[config.mk]
export PLATFORM = sky130hd
export DESIGN_NAME = line_addr_ctrl_flat
export DESIGN_NICKNAME = d
export VERILOG_FILES = /design/src/rtl/line_addr_ctrl_pkg.sv /design/src/rtl/line_addr_ctrl_if.sv /design/src/rtl/line_addr_ctrl_line_sel_ring.sv /design/src/rtl/line_addr_ctrl.sv /design/src/flat_wrapper.sv
export SDC_FILE = /design/constraint.sdc
export NUM_CORES = 1
export LEC_CHECK = 0
export CAP_MARGIN = 0
export CORE_MARGIN = 5
export CORE_UTILIZATION = 25
export CTS_CLUSTER_DIAMETER = 80
export DETAILED_ROUTE_END_ITERATION = 6
export GPL_ROUTABILITY_DRIVEN = 0
export GPL_TIMING_DRIVEN = 1
export HOLD_SLACK_MARGIN = 0.12
export PLACE_DENSITY = 0.54
export SLEW_MARGIN = 40
export SYNTH_ARGS = -nofsm -noshare
export SYNTH_HDL_FRONTEND = slang
export SYNTH_SLANG_ARGS = --single-unit
[constraint.sdc]
create_clock -name clk -period 1.6 [get_ports clk]
set_input_delay 0.32 -clock clk [delete_from_list [all_inputs] [get_ports clk]]
set_output_delay 0.32 -clock clk [all_outputs]
set_load 0.05 [all_outputs]
[src/rtl/line_addr_ctrl_pkg.sv]
// Shared defaults and helpers for the median-filter line-address controller.
package line_addr_ctrl_pkg;

    localparam int unsigned DEF_ADDR_W = 11;
    localparam int unsigned DEF_LINES  = 3;
    localparam int unsigned DEF_WIN    = 3;

    // Width of the completed-line counter for a ring of `lines` buffers.
    function automatic int unsigned lsw(input int unsigned lines);
        return (lines <= 2) ? 1 : $clog2(lines);
    endfunction

endpackage

[src/rtl/line_addr_ctrl_if.sv]
// Video timing in, line-buffer addressing/select out.
interface line_addr_ctrl_if
    import line_addr_ctrl_pkg::*;
#(
    parameter int unsigned ADDR_W = DEF_ADDR_W,
    parameter int unsigned LINES  = DEF_LINES
);
    localparam int unsigned LSW = lsw(LINES);

    logic              vsync;
    logic              hsync;
    logic              pix_valid;
    logic [ADDR_W-1:0] addr;
    logic [ADDR_W-1:0] width;
    logic [LINES-1:0]  wr_sel;
    logic [LSW-1:0]    line_cnt;
    logic              win_valid;
    logic              ovf;

    modport master (
        output vsync, hsync, pix_valid,
        input  addr, width, wr_sel, line_cnt, win_valid, ovf
    );

    modport slave (
        input  vsync, hsync, pix_valid,
        output addr, width, wr_sel, line_cnt, win_valid, ovf
    );

endinterface

[src/rtl/line_addr_ctrl_line_sel_ring.sv]
// One-hot line-buffer write select rotator plus saturating completed-line counter.
module line_sel_ring
    import line_addr_ctrl_pkg::*;
#(
    parameter  int unsigned LINES = DEF_LINES,
    localparam int unsigned LSW   = lsw(LINES)
) (
    input  logic             clk,
    input  logic             rst,
    input  logic             clr,
    input  logic             adv,
    output logic [LINES-1:0] wr_sel,
    output logic [LSW-1:0]   line_cnt
);

    localparam logic [LSW-1:0]   CNT_MAX = LSW'(LINES - 1);
    localparam logic [LINES-1:0] SEL_0   = LINES'(1);

    always_ff @(posedge clk or negedge rst) begin
        if (!rst) begin
            wr_sel   <= SEL_0;
            line_cnt <= '0;
        end else if (clr) begin
            wr_sel   <= SEL_0;
            line_cnt <= '0;
        end else if (adv) begin
            wr_sel <= {wr_sel[LINES-2:0], wr_sel[LINES-1]};
            if (line_cnt != CNT_MAX)
                line_cnt <= line_cnt + 1'b1;
        end
    end

endmodule

[src/rtl/line_addr_ctrl.sv]
// Line-buffer address/width tracker with one-hot buffer rotation and window-ready flag.
module line_addr_ctrl
    import line_addr_ctrl_pkg::*;
#(
    parameter int unsigned ADDR_W = DEF_ADDR_W,
    parameter int unsigned LINES  = DEF_LINES,
    parameter int unsigned WIN    = DEF_WIN
) (
    input  logic              clk,
    input  logic              rst,
    line_addr_ctrl_if.slave   bus
);

    localparam int unsigned       LSW      = lsw(LINES);
    localparam logic [ADDR_W-1:0] ADDR_MAX = '1;
    localparam logic [ADDR_W-1:0] COL_MIN  = ADDR_W'(WIN - 1);
    localparam logic [LSW-1:0]    ROW_MIN  = LSW'(WIN - 1);

    logic [ADDR_W-1:0] addr_q;
    logic [ADDR_W-1:0] width_q;
    logic              full_q;
    logic              ovf_q;
    logic              win_q;
    logic              win_hit;
    logic              adv;
    logic [LINES-1:0]  wr_sel;
    logic [LSW-1:0]    line_cnt;

    assign adv = bus.hsync && !bus.vsync;

    line_sel_ring #(.LINES(LINES)) u_ring (
        .clk      (clk),
        .rst      (rst),
        .clr      (bus.vsync),
        .adv      (adv),
        .wr_sel   (wr_sel),
        .line_cnt (line_cnt)
    );

    always_comb begin
        win_hit = bus.pix_valid && !bus.hsync && !bus.vsync
                  && (line_cnt >= ROW_MIN) && (addr_q >= COL_MIN);
    end

    // addr doubles as the saturating pixel counter; full_q marks that the last
    // legal address has been consumed, so only the pixel after it overflows.
    always_ff @(posedge clk or negedge rst) begin
        if (!rst) begin
            addr_q  <= '0;
            width_q <= '0;
            full_q  <= 1'b0;
            ovf_q   <= 1'b0;
            win_q   <= 1'b0;
        end else if (bus.vsync) begin
            addr_q  <= '0;
            width_q <= '0;
            full_q  <= 1'b0;
            ovf_q   <= 1'b0;
            win_q   <= 1'b0;
        end else begin
            win_q <= win_hit;
            if (bus.hsync) begin
                width_q <= addr_q;
                addr_q  <= bus.pix_valid ? ADDR_W'(1) : '0;
                full_q  <= 1'b0;
            end else if (bus.pix_valid) begin
                if (full_q)
                    ovf_q <= 1'b1;
                else if (addr_q == ADDR_MAX)
                    full_q <= 1'b1;
                else
                    addr_q <= addr_q + 1'b1;
            end
        end
    end

    assign bus.addr      = addr_q;
    assign bus.width     = width_q;
    assign bus.wr_sel    = wr_sel;
    assign bus.line_cnt  = line_cnt;
    assign bus.win_valid = win_q;
    assign bus.ovf       = ovf_q;

endmodule
[src/flat_wrapper.sv]
// flat-port wrapper written by rule: the top's interface ports become plain ports
module line_addr_ctrl_flat import line_addr_ctrl_pkg::*;
#(
    parameter int unsigned ADDR_W = DEF_ADDR_W,
    parameter int unsigned LINES  = DEF_LINES,
    parameter int unsigned WIN    = DEF_WIN
)
  (clk, rst, bus_vsync, bus_hsync, bus_pix_valid, bus_addr, bus_width, bus_wr_sel, bus_line_cnt, bus_win_valid, bus_ovf);
  line_addr_ctrl_if #(.ADDR_W(ADDR_W), .LINES(LINES)) bus_i ();
  input  logic clk;
  input  logic rst;
  input wire logic [$bits(bus_i.vsync)-1:0] bus_vsync;
  input wire logic [$bits(bus_i.hsync)-1:0] bus_hsync;
  input wire logic [$bits(bus_i.pix_valid)-1:0] bus_pix_valid;
  output wire logic [$bits(bus_i.addr)-1:0] bus_addr;
  output wire logic [$bits(bus_i.width)-1:0] bus_width;
  output wire logic [$bits(bus_i.wr_sel)-1:0] bus_wr_sel;
  output wire logic [$bits(bus_i.line_cnt)-1:0] bus_line_cnt;
  output wire logic [$bits(bus_i.win_valid)-1:0] bus_win_valid;
  output wire logic [$bits(bus_i.ovf)-1:0] bus_ovf;
  assign bus_i.vsync = bus_vsync;
  assign bus_i.hsync = bus_hsync;
  assign bus_i.pix_valid = bus_pix_valid;
  assign bus_addr = bus_i.addr;
  assign bus_width = bus_i.width;
  assign bus_wr_sel = bus_i.wr_sel;
  assign bus_line_cnt = bus_i.line_cnt;
  assign bus_win_valid = bus_i.win_valid;
  assign bus_ovf = bus_i.ovf;
  line_addr_ctrl #(.ADDR_W(ADDR_W), .LINES(LINES), .WIN(WIN)) u_core (.clk(clk), .rst(rst), .bus(bus_i));
endmodule
==> impl_metrics.ini, run 1 <==
[sta]
worst_slew_pin_slew_ps = 348.9
rsz0062_at_grt = true
setup_viol = 0
fmax_mhz = 649.1
fin_tns_setup_ps = 0
slew_headroom_pct = 76.66
finalCriticalPeriod_ps = 1541
hold_viol_final = 0
maxSlewViolCount = 0
holdWs_ps = 406.6
clock_skew_ps = 3.427
post-route-period-util_pct = 96.29

[synth]
synthArstFlopShare_pct = 100.0
yosysTopAreaCell = dfrtp_1
yosys-mux-area-fraction_pct = 9.099
synthTopCellsByArea = dfrtp_1, mux2i_1, nor2_1
ys_ff_latch = 30
ys.flop_type = dfrtp_1
ys_top_cells_by_count = dfrtp_1, nor2_1, mux2i_1, a21oi_1
synth_edf_count = 0
synth_adder_area_share_pct = 2.625
synth-simple-area-share_pct = 17.06
synth_cell_types = 33
yosysMostFrequentCell = dfrtp_1
synth-compound-area-share_pct = 13.74
ys.warnings.count = 0
synth_top_family_by_area = simple AND/OR/NAND/NOR gates
syn_inst = 137
synth_top_area_share_pct = 50.74
synthXorXnorAreaFrac_pct = 0.6124
syn_area_mm2 = 0.001430
synth_area_per_cell_um2 = 10.44
synth_nets = 145
ys_seq_area_share_pct = 52.58

[placement]
place_inst = 260
place_area_mm2 = 0.002256
io_buffers = 33
dp.final_hpwl_um = 2817

[floorplanning]
die_h_um = 85.64
core_mm2 = 0.005540
io_pins = 34
row_count = 27
die-area_mm2 = 0.007333
start_util_pct = 25.81
fp.dieW_um = 85.64

[routing]
ant_nets = 0
via_per_inst = 4.668
num_vias = 1265
dr.first_iter.drc_count = 59
drtPass1Iterations = 6
wirelength_um = 3742
drc = 0
wl_per_cell_um = 13.81

[cts]
cts_buffer_depth = 2
clock_latency_ps = 280
cts_made_buffers = 5
cts.htree.levels = 2
clk_transition_reported_paths_ps = 60
clkSinkCount = 30
cts_tree = yes
cts_root_buffer = clkbuf_8
cts_hold_buf = 0

[critical_path]
critical_path_class = primary input to flip-flop
crit_fanout = 4
worst-path-buf-inv = 2
rrSetupSlack_ps = 70
cpPeakStageDelay_ps = 470
cp.arrival_ps = 1740
cp-start-kind = primary input
critical_path.slowest_cell = clkdlybuf4s50_1
end_kind = flip-flop
crit_chain = clkdlybuf4s50_1 -> and2b_2 -> buf_4 -> nand4_1 -> or2_2 -> a21oi_1
cp_top_family = simple AND/OR/NAND/NOR gates
required_ps = 1800

[cells_and_area]
post-route-cell-area_mm2 = 0.002414
nets = 206
diodes = 0
multi_input_area_um2 = 704.4
regArea_um2 = 765.7
drive_above_1_share_pct = 47.74
finalNonFillerCells = 271
fill_cells = 543
areaGrowthSynthToFinish_pct = 68.77

[run]
drv_cap = 0

[pwr]
leakage_nw = 1.062
peakVddDrop_v = 0.0003901
finalPower_mw = 1.706
power_density_mw_per_mm2 = 706.7

[outcome]
status = complete, no violations

[global_route]
grt_first_pass_wirelength_um = 6472
grt_usage_pct = 11.08
antenna_found_initial = 0
overflow = 0
grt_max_degree = 31
grt_pass1_vias = 1301

[worst_hold_path]
hp-class = primary input to asynchronous set/reset pin
==> report_power, final <==
group | switching (mW) | leakage, nW | internal (mW) | total (mW)
sequential | 0.0224 | 0.393 | 0.777 | 0.799
clock | 0.276 | 0.0482 | 0.346 | 0.622
combinational | 0.149 | 0.621 | 0.135 | 0.284
total | 0.447 | 1.06 | 1.26 | 1.71
==> path summary, 6_finish.rpt <==
check / cells after the start / from / end
setup / recovery: 6 / bus_pix_valid / u_core.bus.addr[10]
hold / removal: 2 / rst / u_core.bus.width[6]
setup reg to reg: 4 / u_core.bus.addr[1] / u_core.bus.addr[4]
hold reg to reg: 2 / u_core.bus.width[5] / u_core.bus.width[5]
max in group asynchronous: 2 / rst / u_core.u_ring.wr_sel[0]
min in group clk: 2 / u_core.bus.width[5] / u_core.bus.width[5]
==> layer usage <==
| metal | wire, um | global-route usage (%) | vias to the layer above |
|---|---|---|---|
| li1 | - | - | 620 |
| met1 | 1662 | 13.93 | 614 |
| met2 | 1827 | 17.87 | 23 |
| met3 | 188 | 3.554 | 8 |
| met4 | 65 | 3.885 | 0 |
| met5 | 0 | 0 | - |
==> through the flow <==
stage / setup slack [ps] / utilization [%]
floorplan: -95.26 / -
global placement: -202.3 / 40.72
detailed placement: -241.9 / 40.72
CTS: 32.61 / 42.57
global route: -29.90 / 43.56
finish: 59.37 / 43.56
==> worst register-to-register path, cell delays in order, from the launching register on <==
cell and delay, ps:
dfrtp_2 410, ha_4 170, nand3_4 100, o41a_4 500
a311oi_1 260
==> cell families (layout without fill, tap and decap cells) <==
family,count (synthesis),in the layout
AOI/OAI and AO/OA,28,28
xor gates and xnor gates,1,1
adders and majority gates,3,3
buffers and inverters,12,74
DFF,30,30
muxes,13,13
and+or+nand+nor,50,50
==> state kept, by name, summed over array words and instances, names as in the netlist <==
name	flops
u_core.bus.addr	11
u_core.bus.ovf	1
u_core.bus.width	11
u_core.bus.win_valid	1
u_core.full_q	1
u_core.u_ring.line_cnt	2
u_core.u_ring.wr_sel	3
==> cell type report <==
type                    count  share of cell area [%]
clock buffers               7                   3.577
clock inverters             1                  0.2074
inverters                   5                  0.7776
multi-input cells          95                   29.19
flip-flops and latches     30                   31.73
well taps                  72                   3.733
repair buffers             61                   30.79
==> cell usage in the layout, fill, tap and decap left out, types with 2 or more instances in the layout <==
cell type,synthesis,routed
clkbuf_8,0,6
a31oi_1,2,2
buf_12,0,22
or2_2,2,2
or4_1,2,2
nor2_1,24,24
a211oi_1,3,2
ha_1,3,2
dfrtp_2,0,11
nand4_1,3,3
or3_4,0,2
buf_4,0,35
mux2i_1,13,13
a21oi_2,0,3
nand2_1,5,5
o31ai_1,2,2
a21oi_1,9,6
clkdlybuf4s50_1,0,4
inv_1,5,5
dfrtp_1,29,18
nor4_1,3,3
o21ai_1,0,3
==> timing repair <==
| item | CTS | global route |
|---|---|---|
| setup buffers | 0 | 3 |
| gates resized for setup | 1 | 9 |
| setup endpoints to repair | 3 | 9 |
| pin swaps | 0 | 5 |
Note: power is estimated with default switching activity, not from simulation.
==> inputs of run 2 (changes only) <==
--- a/config.mk
+++ b/config.mk
@@ -12,7 +12,6 @@
 export DETAILED_ROUTE_END_ITERATION = 6
 export GPL_ROUTABILITY_DRIVEN = 0
 export GPL_TIMING_DRIVEN = 1
-export HOLD_SLACK_MARGIN = 0.12
 export PLACE_DENSITY = 0.54
 export SLEW_MARGIN = 40
 export SYNTH_ARGS = -nofsm -noshare
==> results of run 2 <==
Final layout, timing and power as in run 1 (identical DEF).
